--- src/rtl/e203_dtcm_mbank_pkg.sv ---
// Shared widths and parity helpers for the multi-bank DTCM controller.
// E203_DTCM_MBANK_PARITY_EN widens each bank with one even-parity bit per byte.
package e203_dtcm_mbank_pkg;

  function automatic int bw_f(input int nbank);
    return (nbank > 1) ? $clog2(nbank) : 0;
  endfunction

  function automatic int raw_f(input int aw, input int nbank);
    return aw - 2 - bw_f(nbank);
  endfunction

  function automatic int edw_f(input int dw);
`ifdef E203_DTCM_MBANK_PARITY_EN
    return dw + dw / 8;
`else
    return dw;
`endif
  endfunction

  function automatic int ew_f(input int dw);
`ifdef E203_DTCM_MBANK_PARITY_EN
    return 2 * (dw / 8);
`else
    return dw / 8;
`endif
  endfunction

  function automatic logic par_byte(input logic [7:0] b);
    return ^b;
  endfunction

endpackage

--- src/rtl/e203_dtcm_mbank_rr_arbt.sv ---
// Round-robin arbiter: one-hot grant, pointer moves past the last winner.
module e203_dtcm_rr_arbt #(
  parameter int NPORT = 2
) (
  input  logic             clk,
  input  logic             rst,
  input  logic [NPORT-1:0] req,
  output logic [NPORT-1:0] gnt
);

  localparam int PW = (NPORT > 1) ? $clog2(NPORT) : 1;

  logic [PW-1:0] ptr;
  logic [PW-1:0] sel;
  logic          hit;

  always_comb begin
    gnt = '0;
    sel = '0;
    hit = 1'b0;
    for (int k = 0; k < NPORT; k++) begin
      if (!hit && req[(int'(ptr) + k) % NPORT]) begin
        hit = 1'b1;
        gnt[(int'(ptr) + k) % NPORT] = 1'b1;
        sel = PW'((int'(ptr) + k) % NPORT);
      end
    end
  end

  always_ff @(posedge clk) begin
    if (rst)
      ptr <= '0;
    else if (hit)
      ptr <= PW'((int'(sel) + 1) % NPORT);
  end

endmodule

--- src/rtl/e203_dtcm_mbank_ctrl.sv ---
// Multi-port, word-interleaved multi-bank DTCM controller.
// Optional per-byte parity via E203_DTCM_MBANK_PARITY_EN.
module e203_dtcm_mbank_ctrl
  import e203_dtcm_mbank_pkg::*;
#(
  parameter int NPORT = 2,
  parameter int NBANK = 2,
  parameter int AW    = 16,
  parameter int DW    = 32,
  localparam int MW   = DW / 8,
  localparam int BW   = bw_f(NBANK),
  localparam int RAW  = raw_f(AW, NBANK),
  localparam int EDW  = edw_f(DW),
  localparam int EW   = ew_f(DW)
) (
  input  logic                 clk,
  input  logic                 rst,
  input  logic [NPORT-1:0]     p_cmd_valid,
  output logic [NPORT-1:0]     p_cmd_ready,
  input  logic [NPORT-1:0]     p_cmd_read,
  input  logic [NPORT*AW-1:0]  p_cmd_addr,
  input  logic [NPORT*DW-1:0]  p_cmd_wdata,
  input  logic [NPORT*MW-1:0]  p_cmd_wmask,
  output logic [NPORT-1:0]     p_rsp_valid,
  input  logic [NPORT-1:0]     p_rsp_ready,
  output logic [NPORT-1:0]     p_rsp_err,
  output logic [NPORT*DW-1:0]  p_rsp_rdata,
  output logic [NBANK-1:0]     bank_cs,
  output logic [NBANK-1:0]     bank_we,
  output logic [NBANK*RAW-1:0] bank_addr,
  output logic [NBANK*EW-1:0]  bank_wem,
  output logic [NBANK*EDW-1:0] bank_din,
  input  logic [NBANK*EDW-1:0] bank_dout,
  output logic                 active
);

  localparam int BIW = (BW > 0) ? BW : 1;

  logic [BIW-1:0]   bsel   [NPORT];
  logic [RAW-1:0]   row    [NPORT];
  logic [EW-1:0]    wem_e  [NPORT];
  logic [EDW-1:0]   din_e  [NPORT];
  logic [NPORT-1:0] req    [NBANK];
  logic [NPORT-1:0] gnt    [NBANK];
  logic [NPORT-1:0] slot_free;

  logic [NPORT-1:0] rsp_valid_q;
  logic [NPORT-1:0] fresh_q;
  logic [NPORT-1:0] read_q;
  logic [NPORT-1:0] herr_q;
  logic [BIW-1:0]   rbank_q [NPORT];
  logic [DW-1:0]    hold_q  [NPORT];
  logic [DW-1:0]    live_d  [NPORT];
  logic [NPORT-1:0] live_err;

  always_comb begin
    for (int i = 0; i < NPORT; i++) begin
      bsel[i] = BIW'(p_cmd_addr[i*AW +: AW] >> 2) & BIW'(NBANK - 1);
      row[i]  = RAW'(p_cmd_addr[i*AW +: AW] >> (2 + BW));
`ifdef E203_DTCM_MBANK_PARITY_EN
      wem_e[i] = {p_cmd_wmask[i*MW +: MW], p_cmd_wmask[i*MW +: MW]};
      din_e[i] = {{MW{1'b0}}, p_cmd_wdata[i*DW +: DW]};
      for (int m = 0; m < MW; m++)
        din_e[i][DW+m] = par_byte(p_cmd_wdata[i*DW + m*8 +: 8]);
`else
      wem_e[i] = p_cmd_wmask[i*MW +: MW];
      din_e[i] = p_cmd_wdata[i*DW +: DW];
`endif
    end
  end

  // A port may issue only when its response slot drains this cycle.
  assign slot_free = ~rsp_valid_q | p_rsp_ready;

  always_comb begin
    for (int b = 0; b < NBANK; b++) begin
      req[b] = '0;
      for (int i = 0; i < NPORT; i++)
        req[b][i] = !rst && p_cmd_valid[i] && slot_free[i]
                    && (int'(bsel[i]) == b);
    end
  end

  for (genvar b = 0; b < NBANK; b++) begin : g_bank
    e203_dtcm_rr_arbt #(.NPORT(NPORT)) u_arbt (
      .clk (clk),
      .rst (rst),
      .req (req[b]),
      .gnt (gnt[b])
    );
  end

  always_comb begin
    p_cmd_ready = '0;
    bank_cs     = '0;
    bank_we     = '0;
    bank_addr   = '0;
    bank_wem    = '0;
    bank_din    = '0;
    for (int b = 0; b < NBANK; b++) begin
      for (int i = 0; i < NPORT; i++) begin
        if (gnt[b][i]) begin
          p_cmd_ready[i]        = 1'b1;
          bank_cs[b]            = 1'b1;
          bank_we[b]            = !p_cmd_read[i];
          bank_addr[b*RAW +: RAW] = row[i];
          bank_wem[b*EW +: EW]  = p_cmd_read[i] ? '0 : wem_e[i];
          bank_din[b*EDW +: EDW] = din_e[i];
        end
      end
    end
  end

  always_comb begin
    live_err = '0;
    for (int i = 0; i < NPORT; i++) begin
      live_d[i] = '0;
      if (read_q[i]) begin
        live_d[i] = bank_dout[int'(rbank_q[i])*EDW +: DW];
`ifdef E203_DTCM_MBANK_PARITY_EN
        for (int m = 0; m < MW; m++)
          if (par_byte(bank_dout[int'(rbank_q[i])*EDW + m*8 +: 8])
              != bank_dout[int'(rbank_q[i])*EDW + DW + m])
            live_err[i] = 1'b1;
`endif
      end
    end
  end

  always_ff @(posedge clk) begin
    if (rst) begin
      rsp_valid_q <= '0;
      fresh_q     <= '0;
      read_q      <= '0;
      herr_q      <= '0;
      for (int i = 0; i < NPORT; i++) begin
        rbank_q[i] <= '0;
        hold_q[i]  <= '0;
      end
    end else begin
      fresh_q <= p_cmd_ready;
      for (int i = 0; i < NPORT; i++) begin
        if (p_cmd_ready[i]) begin
          rsp_valid_q[i] <= 1'b1;
          read_q[i]      <= p_cmd_read[i];
          rbank_q[i]     <= bsel[i];
        end else if (p_rsp_ready[i]) begin
          rsp_valid_q[i] <= 1'b0;
        end
        // SRAM output is only valid in the first cycle; park it here.
        if (rsp_valid_q[i] && fresh_q[i] && !p_rsp_ready[i]) begin
          hold_q[i] <= live_d[i];
          herr_q[i] <= live_err[i];
        end
      end
    end
  end

  always_comb begin
    p_rsp_valid = rsp_valid_q & {NPORT{!rst}};
    p_rsp_err   = '0;
    p_rsp_rdata = '0;
    for (int i = 0; i < NPORT; i++) begin
      p_rsp_rdata[i*DW +: DW] = fresh_q[i] ? live_d[i] : hold_q[i];
`ifdef E203_DTCM_MBANK_PARITY_EN
      p_rsp_err[i] = p_rsp_valid[i]
                     && (fresh_q[i] ? live_err[i] : herr_q[i]);
`endif
    end
  end

  assign active = (|p_cmd_valid) || (|p_rsp_valid);

endmodule

--- config.mk ---
export PLATFORM = sky130hd
export DESIGN_NAME = e203_dtcm_mbank_ctrl
export DESIGN_NICKNAME = d
export VERILOG_FILES = /design/src/rtl/e203_dtcm_mbank_pkg.sv /design/src/rtl/e203_dtcm_mbank_rr_arbt.sv /design/src/rtl/e203_dtcm_mbank_ctrl.sv
export SDC_FILE = /design/constraint.sdc
export NUM_CORES = 1
export LEC_CHECK = 0
export BUFFER_PORTS_ARGS = -buffer_cell sky130_fd_sc_hd__buf_2
export CORE_AREA = 2 2 134 136
export CTS_CLUSTER_DIAMETER = 150
export DETAILED_ROUTE_END_ITERATION = 16
export DIE_AREA = 0 0 136 138
export PLACE_DENSITY_LB_ADDON = 0.08
export REMOVE_ABC_BUFFERS = 1
export SYNTH_ARGS = -nofsm -noshare
export SYNTH_HDL_FRONTEND = slang
export SYNTH_HIERARCHICAL = 1
export SYNTH_SLANG_ARGS = --single-unit
--- constraint.sdc ---
create_clock -name clk -period 2.4 [get_ports clk]
set_input_delay 0.12 -clock clk [delete_from_list [all_inputs] [get_ports clk]]
set_output_delay 0.12 -clock clk [all_outputs]
set_load 0.01 [all_outputs]
==> summary.md, run 1 <==
• 1222 — number of standard cells in the final layout excluding fillers
• 342 — number of I/O port buffers
• 0 — Remaining DRCs
• 32.81% — share of the synthesized area in the top cell type
• 10.98% — mux share of post-synthesis cell area
• 6 — initial antenna violation count
• sky130_fd_sc_hd__edfxtp_1 — area leader, netlist
• 446.5 nW/um2 — PD cells
• 6.512 ps — post-route clock skew
• 75 — largest net degree at the start of global routing
• compound AO/OA/AOI/OAI gates — largest family of logic cells by synthesized area
• 6041 um2 — post-synth design cell area
• 32.46% — Synth Area in Compound Gates
• 17540 um — detailed placer's ending HPWL
• 18770 um2 — die area
• sky130_fd_sc_hd__clkbuf_16 — root buffer cell
• 6 — drt pass-1 iters
• 2280 ps — required time reported for the critical path endpoint
• 34.45% — initial standard-cell utilization of the core
• 6.307% — met3 Resource Use GR
• 0% — adder-cell share of the synthesized area
• in -> reg — Hold WC Path Type
• 8 — R2R depth
• 0 — quantity of hold-fixing buffers added after cts
• 656 — post-synthesis cell count
• 2 — number of buffers on the longest clock path
• 60 ps — CTS clock-pin slew for the worst setup and hold paths
• 349 — # IOs
• 74 — number of synthesized register bits
• 20.45 um — average detailed-routed wire length per instance
• 0 — number of endpoints failing setup at the final stage
• 0 ps — aggregate negative setup slack
• 66 — number of synthesized flops with an enable pin
• 0 — Final Slew Violations
• 9.209 um2 — Avg Cell Area, Syn
• 356 — number of DRC markers after the initial detailed-route iteration
• 49 — site row count
• 138 um — die height
• 1773 — Filler cells
• 96.03% — final critical-path share of the clock period
• 756.9 ps — Worst-Margin Slew
• 0 — number of violations of the max-capacitance limit
• 3872 uW — total power draw
• 1162 — net count reported at finish
• 3 — count of cells along the worst hold path
• 8103 um2 — standard cell area after detailed placement
• reg -> out — category of the most critical setup path
• 74 — Num Clock Sinks
• 2143 um2 — register area
• 49.14% — fraction of final layout cells with drive strength greater than 1
• 5.264 — average vias per placed instance
• 6432 — via count of the routed design
• 0% — fraction of registers with async set/reset
• 6034 — number of global-route vias before repair
• 0% — XOR/XNOR share of the synthesized area
• 24.48% — GR Util All Layers
• 0.0002931 V — worst supply voltage drop on vdd
• 35.46% — share of synthesized area occupied by flip-flops and latches
• 0 — remaining number of nets flagged by the antenna check after routing
• 10.31% — synthesized-area fraction occupied by and/or/nand/nor cells
• 433.9 MHz — highest clock rate
• 41.23% — GRT met2 Usage
• 36 — Yosys cell types
• flop — CP Launch Type
• complete, no violations — result of the run
• 43.56% — Synth-to-Final Area Change
• 0 — final hold viol count
• 24990 um — final routed wirelength across all metal layers
• sky130_fd_sc_hd__edfxtp_1 — most frequently used flop master after synthesis
• 2180 ps — critical path arrival
• 49.54% — Max-slew headroom
• 3387 um2 — area of the multi-input gates
• 3 — H-tree depth
• built — CTS tree
• output pin — Crit. End Element
• 9 — TritonCTS buffer count
• sky130_fd_sc_hd__edfxtp_1, sky130_fd_sc_hd__a211oi_2, sky130_fd_sc_hd__mux2i_1 — top area cells in the synthesized netlist
• 2305 ps — Period minus WS final
• 17530 um2 — area inside the core boundary
• 31.29% — met1 track demand over resource
• 35280 um — first-pass GRT wire length
• 0.8683 — final estimated routing congestion in global placement
• 17 — maximum fanout count along the critical path
• met2 — most used routing layer in global routing
• 8672 um2 — post-route design area
• 136 um — width of the die
• 0 — leftover overflow at the end of global routing
• 0.003919 uW — leakage dissipation
• 1190 — placed insts
• 330 ps — clock network latency to the later pin of the worst-skew pair
• 49.46% — Finished Core Util
• 6 — number of synthesis warnings
-- placed cells by master, fill, tap and decap left out, types with 2 or more instances in the layout --
| master | netlist | routed |
|---|---|---|
| sky130_fd_sc_hd__inv_1 | 71 | 69 |
| sky130_fd_sc_hd__or3_1 | 2 | 2 |
| sky130_fd_sc_hd__nand2_1 | 88 | 88 |
| sky130_fd_sc_hd__o21ai_0 | 11 | 9 |
| sky130_fd_sc_hd__a22o_1 | 55 | 55 |
| sky130_fd_sc_hd__buf_4 | 4 | 32 |
| sky130_fd_sc_hd__nor2b_4 | 0 | 2 |
| sky130_fd_sc_hd__a21boi_4 | 0 | 3 |
| sky130_fd_sc_hd__nor2_1 | 6 | 6 |
| sky130_fd_sc_hd__edfxtp_1 | 66 | 66 |
| sky130_fd_sc_hd__diode_2 | 0 | 2 |
| sky130_fd_sc_hd__o22ai_1 | 64 | 64 |
| sky130_fd_sc_hd__nor3b_1 | 2 | 2 |
| sky130_fd_sc_hd__buf_12 | 0 | 10 |
| sky130_fd_sc_hd__buf_2 | 32 | 342 |
| sky130_fd_sc_hd__nor2b_1 | 19 | 15 |
| sky130_fd_sc_hd__clkbuf_16 | 0 | 14 |
| sky130_fd_sc_hd__nand4bb_4 | 0 | 2 |
| sky130_fd_sc_hd__clkinvlp_4 | 0 | 3 |
| sky130_fd_sc_hd__dfxtp_1 | 8 | 7 |
| sky130_fd_sc_hd__a211oi_1 | 6 | 6 |
| sky130_fd_sc_hd__o21ai_1 | 34 | 36 |
| sky130_fd_sc_hd__and4b_2 | 0 | 2 |
| sky130_fd_sc_hd__conb_1 | 1 | 2 |
| sky130_fd_sc_hd__inv_2 | 0 | 2 |
| sky130_fd_sc_hd__mux2i_1 | 64 | 64 |
| sky130_fd_sc_hd__nor2b_2 | 0 | 2 |
| sky130_fd_sc_hd__a21oi_1 | 4 | 4 |
| sky130_fd_sc_hd__a211oi_2 | 60 | 60 |
| sky130_fd_sc_hd__or3b_1 | 2 | 2 |
-- layer usage --
metal  part of all wire (%)  routed length [um]
met1                     41               10290
met2                     49               12130
met3                    8.3                2081
met4                    1.8                 450
met5                   0.20                  51
-- logic make-up (layout without fill, tap and decap cells) --
kind of cell           Yosys count  count (layout)
flip-flops                      74              74
other                            1               4
multiplexers                    66              66
AND/OR/NAND/NOR                132             132
buffers and inverters          144             477
AO/OA/AOI/OAI                  239             240
-- synthesized netlist by cell type (all sizes together), types with 8 or more instances --
| cell type | number |
|---|---|
| buf | 51 |
| inv | 71 |
| dfxtp | 8 |
| o21ai | 45 |
| o22ai | 64 |
| a22o | 55 |
| edfxtp | 66 |
| a211oi | 66 |
| clkbuf | 22 |
| mux2i | 64 |
| nand2 | 88 |
| nor2b | 19 |
-- final cells by class --
| type | count | area share, % |
|---|---|---|
| Multi-Input combinational cell | 440 | 39.06 |
| Timing Repair Buffer | 390 | 26.39 |
| Sequential cell | 74 | 24.72 |
| Tap cell | 229 | 3.304 |
| Inverter | 71 | 3.073 |
| Clock buffer | 10 | 2.640 |
| Clock inverter | 6 | 0.7647 |
| Antenna cell | 2 | 0.05771 |
-- sequential cells by signal (all words and copies together) (netlist names), named ones only --
register	flops
read_q	2
fresh_q	2
rsp_valid_q	2
rbank_q	2
hold_q	64
-- what timing repair did --
item | in CTS | in global routing
hold endpoints to repair | 0 | 0
gates cloned | 0 | 6
pin swaps | 0 | 4
setup buffers | 2 | 6
endpoints found under the setup margin | 54 | 66
resized for setup | 4 | 10
-- metrics by stage --
| step | hold WS (ps) | worst slack, ps |
|---|---|---|
| after floorplan | 189.1 | -4725 |
| final | 100.7 | 95.17 |
| after detailed placement | 413.7 | 200.6 |
| after global routing | 122.7 | -1.170 |
| after CTS | 66.17 | 9.410 |
| after global placement | 416.5 | 206.8 |
-- where the power goes --
part | total [uW] | internal [uW] | switching [uW] | leakage (uW)
logic | 1060 | 459 | 599 | 0.00303
registers | 1470 | 1450 | 22.3 | 0.000750
clock network | 1340 | 807 | 538 | 0.000135
-- worst max-delay path, cell delays in order, from the launching register on --
cell                        delay (ps)
sky130_fd_sc_hd__dfxtp_1           400
sky130_fd_sc_hd__nand2b_1          120
sky130_fd_sc_hd__and4b_2           310
sky130_fd_sc_hd__a21boi_4          350
sky130_fd_sc_hd__buf_12            160
sky130_fd_sc_hd__clkbuf_16         170
sky130_fd_sc_hd__nand2_1            60
sky130_fd_sc_hd__o21ai_1           130
sky130_fd_sc_hd__buf_2             150
-- final timing paths --
kind | from | endpoint | slack (ps)
max | rsp_valid_q[1] | bank_addr[15] | 100
min | p_cmd_read[0] | read_q[0] | 100
max reg2reg | rsp_valid_q[0] | rbank_q[0][1] | 400
min reg2reg | flop | flop | 500
Power figures use the tool's default switching activity.
==> inputs of run 2 (changes only) <==
Settings changed: CORE_AREA 2 2 134 136 to 2 2 136 138, DIE_AREA 0 0 136 138 to 0 0 138 140, SYNTH_HIERARCHICAL 1 to not set.
==> summary.md, run 2 <==
• 0 — Remaining DRCs
• 340 ps — clock network latency to the later pin of the worst-skew pair
• 0 — number of violations of the max-capacitance limit
• 634.3 ps — Worst-Margin Slew
• 0 — quantity of gates resized following cts
• 2142 um2 — register area
• 2280 ps — required time reported for the critical path endpoint
• 74 — number of synthesized register bits
• 466.1 MHz — highest clock rate
• 9 — TritonCTS buffer count
• 20.10 um — average detailed-routed wire length per instance
• 12.56% — mux share of post-synthesis cell area
• flop — CP Launch Type
• 32660 um — first-pass GRT wire length
• 0 — number of buffers inserted by post-CTS setup repair
• in -> reg — Hold WC Path Type
• 0.0002962 V — worst supply voltage drop on vdd
• 66 — number of synthesized flops with an enable pin
• 2703 uW — internal power of the cells
• compound AO/OA/AOI/OAI gates — largest family of logic cells by synthesized area
• sky130_fd_sc_hd__edfxtp_1 — area leader, netlist
• 7213 um2 — standard cell area after detailed placement
• 0 — final hold viol count
• 25.86% — Synth Area in Compound Gates
• 17780 um2 — area inside the core boundary
• 64 — max FFs per register
• 44.74% — fraction of final layout cells with drive strength greater than 1
• sky130_fd_sc_hd__buf_2, sky130_fd_sc_hd__a22o_1, sky130_fd_sc_hd__o22ai_1 — most frequent cells in the layout
• 1825 — Filler cells
• 0% — fraction of registers with async set/reset
• sky130_fd_sc_hd__edfxtp_1 — most frequently used flop master after synthesis
• 5279 um2 — post-synth design cell area
• 17220 um — detailed placer's ending HPWL
• 5646 — number of global-route vias before repair
• sky130_fd_sc_hd__clkbuf_16 — root buffer cell
• 40 — Yosys cell types
• 5.129 — average vias per placed instance
• 10.78% — synthesized-area fraction occupied by and/or/nand/nor cells
• 89.40% — final critical-path share of the clock period
• 2146 ps — Period minus WS final
• 0 — quantity of hold-fixing buffers added after cts
• 140 um — die height
• 0 — number of synthesis warnings
• 38.7% — share of power burned in registers
• 2 — number of buffers on the longest clock path
• sky130_fd_sc_hd__a22o_1, sky130_fd_sc_hd__o22ai_1, sky130_fd_sc_hd__edfxtp_1, sky130_fd_sc_hd__inv_1, sky130_fd_sc_hd__nor2_1 — ranking of synthesized cells by instance count
• 9 — initial antenna violation count
• 1123 uW — switching power
• false — RSZ-0062 raised after global routing
• 20 — maximum fanout count along the critical path
• 49 — site row count
• hold_q — Biggest register
• 0% — XOR/XNOR share of the synthesized area
• sky130_fd_sc_hd__a22o_1 — most common cell in the synthesized netlist
• 0.003814 uW — leakage dissipation
• 0% — adder-cell share of the synthesized area
• 0 — Final Slew Violations
• sky130_fd_sc_hd__edfxtp_1, sky130_fd_sc_hd__a22o_1, sky130_fd_sc_hd__mux2i_1 — top area cells in the synthesized netlist
• 2628 um2 — area of the multi-input gates
• 9.668 um2 — Avg Cell Area, Syn
• 3 — H-tree depth
• reg -> out — category of the most critical setup path
• built — CTS tree
• 263 — number of DRC markers after the initial detailed-route iteration
• 21.71% — GR Util All Layers
• sky130_fd_sc_hd__buf_2 — most common cell after layout, fill and taps aside
• 0 — remaining number of nets flagged by the antenna check after routing
• 138 um — width of the die
• 546 — post-synthesis cell count
• 22320 um — final routed wirelength across all metal layers
• 508.4 nW/um2 — PD cells
• complete, no violations — result of the run
• 74 — Num Clock Sinks
• 349 — # IOs
• 37.54% — share of the synthesized area in the top cell type
• 60 ps — CTS clock-pin slew for the worst setup and hold paths
• 26.5% — power share of the combinational group
• 0 ps — aggregate negative setup slack
• 42.55% — Synth-to-Final Area Change
• 34.8% — clock group share of total power
• 57.71% — Max-slew headroom
• 2030 ps — critical path arrival
• 1045 — net count reported at finish
• 0 — leftover overflow at the end of global routing
• 5693 — via count of the routed design
• 10.40 ps — post-route clock skew
• 29.69% — initial standard-cell utilization of the core
• 342 — number of I/O port buffers
• output pin — Crit. End Element
• 7525 um2 — post-route design area
• 29.35% — net switching share of the total power
• 46 — largest net degree at the start of global routing
• 0 — number of endpoints failing setup at the final stage
• 19320 um2 — die area
• 0.9835 — final estimated routing congestion in global placement
• 40.58% — share of synthesized area occupied by flip-flops and latches
• 5 — drt pass-1 iters
run 2: cell count changes after synthesis, sizes merged, moves of 5 or more:
| cell | before | now |
|---|---|---|
| a211oi | 66 | 0 |
| a22o | 55 | 92 |
| buf | 51 | 33 |
| clkbuf | 22 | 16 |
| inv | 71 | 66 |
| nand2 | 88 | 10 |
| nand2b | 3 | 15 |
| nor2 | 6 | 65 |
| nor2b | 19 | 5 |
| o21ai | 45 | 0 |
| o22ai | 64 | 74 |
run 2: layer usage:
layer | vias up | global-route usage (%) | routed length [um]
met5 | - | 0 | 27
li1 | 2697 | - | -
met2 | 235 | 37.02 | 11150
met4 | 4 | 8.861 | 589
met1 | 2727 | 25.81 | 8746
met3 | 30 | 6.222 | 1803
run 2: path summary, 6_finish.rpt:
kind / startpoint / end / slack [ps] / cells after the start
worst max-delay path: rsp_valid_q[0] / bank_addr[18] / 250 / 6
worst min-delay path: p_rsp_ready[0] / rsp_valid_q[0] / 70 / 3
worst max register to register: rsp_valid_q[1] / read_q[0] / 620 / 5
worst min register to register: flop / flop / 560 / 2
run 2: power groups by stage:
| stage | registers (uW) | logic (uW) | clock network, uW |
|---|---|---|---|
| floorplan | 1550 | 468 | 0 |
| global placement | 1510 | 1010 | 0 |
| detailed placement | 1510 | 1020 | 0 |
| CTS | 1480 | 1020 | 1370 |
| global route | 1490 | 1100 | 1410 |
| finish | 1480 | 1010 | 1330 |
run 2: cell type report:
cell class	instances	share of cell area, %
tap	229	3.808
sequential	74	28.47
inverter	66	3.292
timing repair buffer	360	25.37
multi-input combinational	358	34.92
antenna	7	0.2328
clock inverter	7	0.9145
clock buffer	9	2.993
run 2: critical path, cell delays in order (launching register included):
cell and delay [ps]:
sky130_fd_sc_hd__dfxtp_1 320, sky130_fd_sc_hd__nand2b_1 200, sky130_fd_sc_hd__nand4b_2 200, sky130_fd_sc_hd__and2_2 340
sky130_fd_sc_hd__buf_12 190, sky130_fd_sc_hd__a22o_1 270, sky130_fd_sc_hd__buf_2 160
run 2: per-stage QoR:
step / cells / utilization [%] / power [uW] / hold WS (ps) / setup slack, ps
global route: 1108 / 42.29 / 3995 / 83.68 / 152.2
global placement: 1087 / 40.57 / 2518 / 404.6 / 547.7
floorplan: 498 / - / 2019 / 189.1 / 220.0
finish: 1110 / 42.32 / 3825 / 68.38 / 254.4
CTS: 1103 / 42.22 / 3867 / 58.28 / 224.2
detailed placement: 1087 / 40.57 / 2524 / 407.6 / 508.7
run 2: logic make-up after synthesis:
family | Yosys count
AOI/OAI and AO/OA | 178
buffers and inverters | 115
DFF | 74
muxes | 66
other | 1
and+or+nand+nor | 112
==> inputs of run 3 (changes only) <==
Settings changed: CORE_AREA 2 2 136 138 to 4 4 134 136.
==> summary.md, run 3 (synthesized netlist as in run 2, its figures left out) <==
• complete, no violations — result of the run
• 0.003774 uW — leakage dissipation
• 50 ps — CTS clock-pin slew for the worst setup and hold paths
• 1041 — net count reported at finish
• 3 — count of cells along the worst hold path
• 5.181 — average vias per placed instance
• 48 — site row count
• sky130_fd_sc_hd__buf_2 — most common cell after layout, fill and taps aside
• 0 — remaining number of nets flagged by the antenna check after routing
• reg -> out — category of the most critical setup path
• 2280 ps — required time reported for the critical path endpoint
• read_q[0] — Worst R2R End
• 6.466 ps — post-route clock skew
• 46 — largest net degree at the start of global routing
• 330 ps — clock network latency to the later pin of the worst-skew pair
• 0.8888 — final estimated routing congestion in global placement
• 302 — number of DRC markers after the initial detailed-route iteration
• 630 ps — setup slack on the worst flop-to-flop path
• 19320 um2 — die area
• built — CTS tree
• 91.64% — final critical-path share of the clock period
• 349 — # IOs
• output pin — Crit. End Element
• 9 — TritonCTS buffer count
• 64 — max FFs per register
• 138 um — width of the die
• false — RSZ-0062 raised after global routing
• 40.48% — Synth-to-Final Area Change
• 0 — number of violations of the max-capacitance limit
• hold_q — Biggest register
• 74 — Num Clock Sinks
• 8 — initial antenna violation count
• 140 um — die height
• 2080 ps — critical path arrival
• 0 — Final Slew Violations
• rsp_valid_q[1] — startpoint of the worst-slack reg-to-reg timing path
• 31.17% — initial standard-cell utilization of the core
• 19.99 um — average detailed-routed wire length per instance
• 2199 ps — Period minus WS final
• 5 — R2R depth
• 0 — final hold viol count
• 16600 um — detailed placer's ending HPWL
• flop — CP Launch Type
• 22030 um — final routed wirelength across all metal layers
• 0 — number of buffers inserted by post-CTS setup repair
• 43.79% — Finished Core Util
• 0 — Remaining DRCs
• 871.8 ps — Worst-Margin Slew
• 16940 um2 — area inside the core boundary
• 342 — number of I/O port buffers
• 0 ps — aggregate negative setup slack
• rsp_valid_q[0] — hold-critical path endpoint
• sky130_fd_sc_hd__clkbuf_16 — root buffer cell
• 0 — leftover overflow at the end of global routing
• 4 — drt pass-1 iters
• 21.53% — GR Util All Layers
• 45 — maximum fanout count along the critical path
• in -> reg — Hold WC Path Type
• sky130_fd_sc_hd__buf_2, sky130_fd_sc_hd__a22o_1, sky130_fd_sc_hd__o22ai_1 — most frequent cells in the layout
• 3 — H-tree depth
• 0 — number of endpoints failing setup at the final stage
• 5835 — number of global-route vias before repair
• p_rsp_ready[0] — Min-Delay Startpoint
• 41.88% — Max-slew headroom
• 2 — number of buffers on the longest clock path
• 5709 — via count of the routed design
• 0 — quantity of hold-fixing buffers added after cts
• 491.5 nW/um2 — PD cells
• 0.0002699 V — worst supply voltage drop on vdd
• 454.7 MHz — highest clock rate
• 44.19% — fraction of final layout cells with drive strength greater than 1
• 33180 um — first-pass GRT wire length
==> run 3: power by group <==
part	total (uW)	internal, uW	switching [uW]
logic	998	432	566
clock network	1170	691	476
registers	1480	1460	20.1
==> run 3: worst max path at each step <==
stage / from / end / cells after the start
2_1_floorplan: fresh_q[0] / hold_q[0][0] / 2
4_1_cts: rsp_valid_q[0] / bank_din[57] / 5
5_1_grt: rsp_valid_q[0] / bank_din[16] / 6
6_report: rsp_valid_q[0] / bank_din[16] / 6
3_3_place_gp: rst / bank_din[57] / 6
3_5_place_dp: rst / bank_din[57] / 6
==> run 3: area by class of cell <==
type | count | area, um2
Clock inverter | 3 | 17.52
Multi-Input combinational cell | 358 | 2629
Sequential cell | 74 | 2142
Inverter | 66 | 247.7
Timing Repair Buffer | 356 | 1842
Fill cell | 1795 | 9520
Clock buffer | 12 | 236.5
Tap cell | 225 | 281.5
Antenna cell | 8 | 20.02
==> run 3: what timing repair did <==
item                                   in CTS  in global routing
setup endpoints to repair                   0                 45
gates resized for setup                     0                  1
endpoints found under the hold margin       0                  0
==> run 3: through the flow <==
stage	power, uW	instance area [um2]	setup WS [ps]	cells	hold WS [ps]
after global placement	2494	7141	318.6	1079	407.7
after global routing	3822	7416	101.2	1102	97.08
after floorplan	2019	4995	220.0	498	189.1
final	3645	7416	200.5	1102	79.23
after detailed placement	2506	7141	298.2	1079	412.7
after CTS	3685	7395	10.98	1094	69.88
==> run 3: worst max-delay path, stage by stage, from the launching register on <==
cell and delay, ps:
sky130_fd_sc_hd__dfxtp_1 330, sky130_fd_sc_hd__nand2b_1 210, sky130_fd_sc_hd__nand3b_1 200, sky130_fd_sc_hd__a21oi_4 140
sky130_fd_sc_hd__buf_4 430, sky130_fd_sc_hd__a22o_1 260, sky130_fd_sc_hd__buf_2 140
==> run 3: routing by layer <==
metal	up-vias	part of all wire [%]	track usage (%)
li1	2683	-	-
met1	2775	40	24.89
met2	233	51	38.21
met3	18	7.4	6.623
met4	0	1.5	6.708
met5	-	0	0
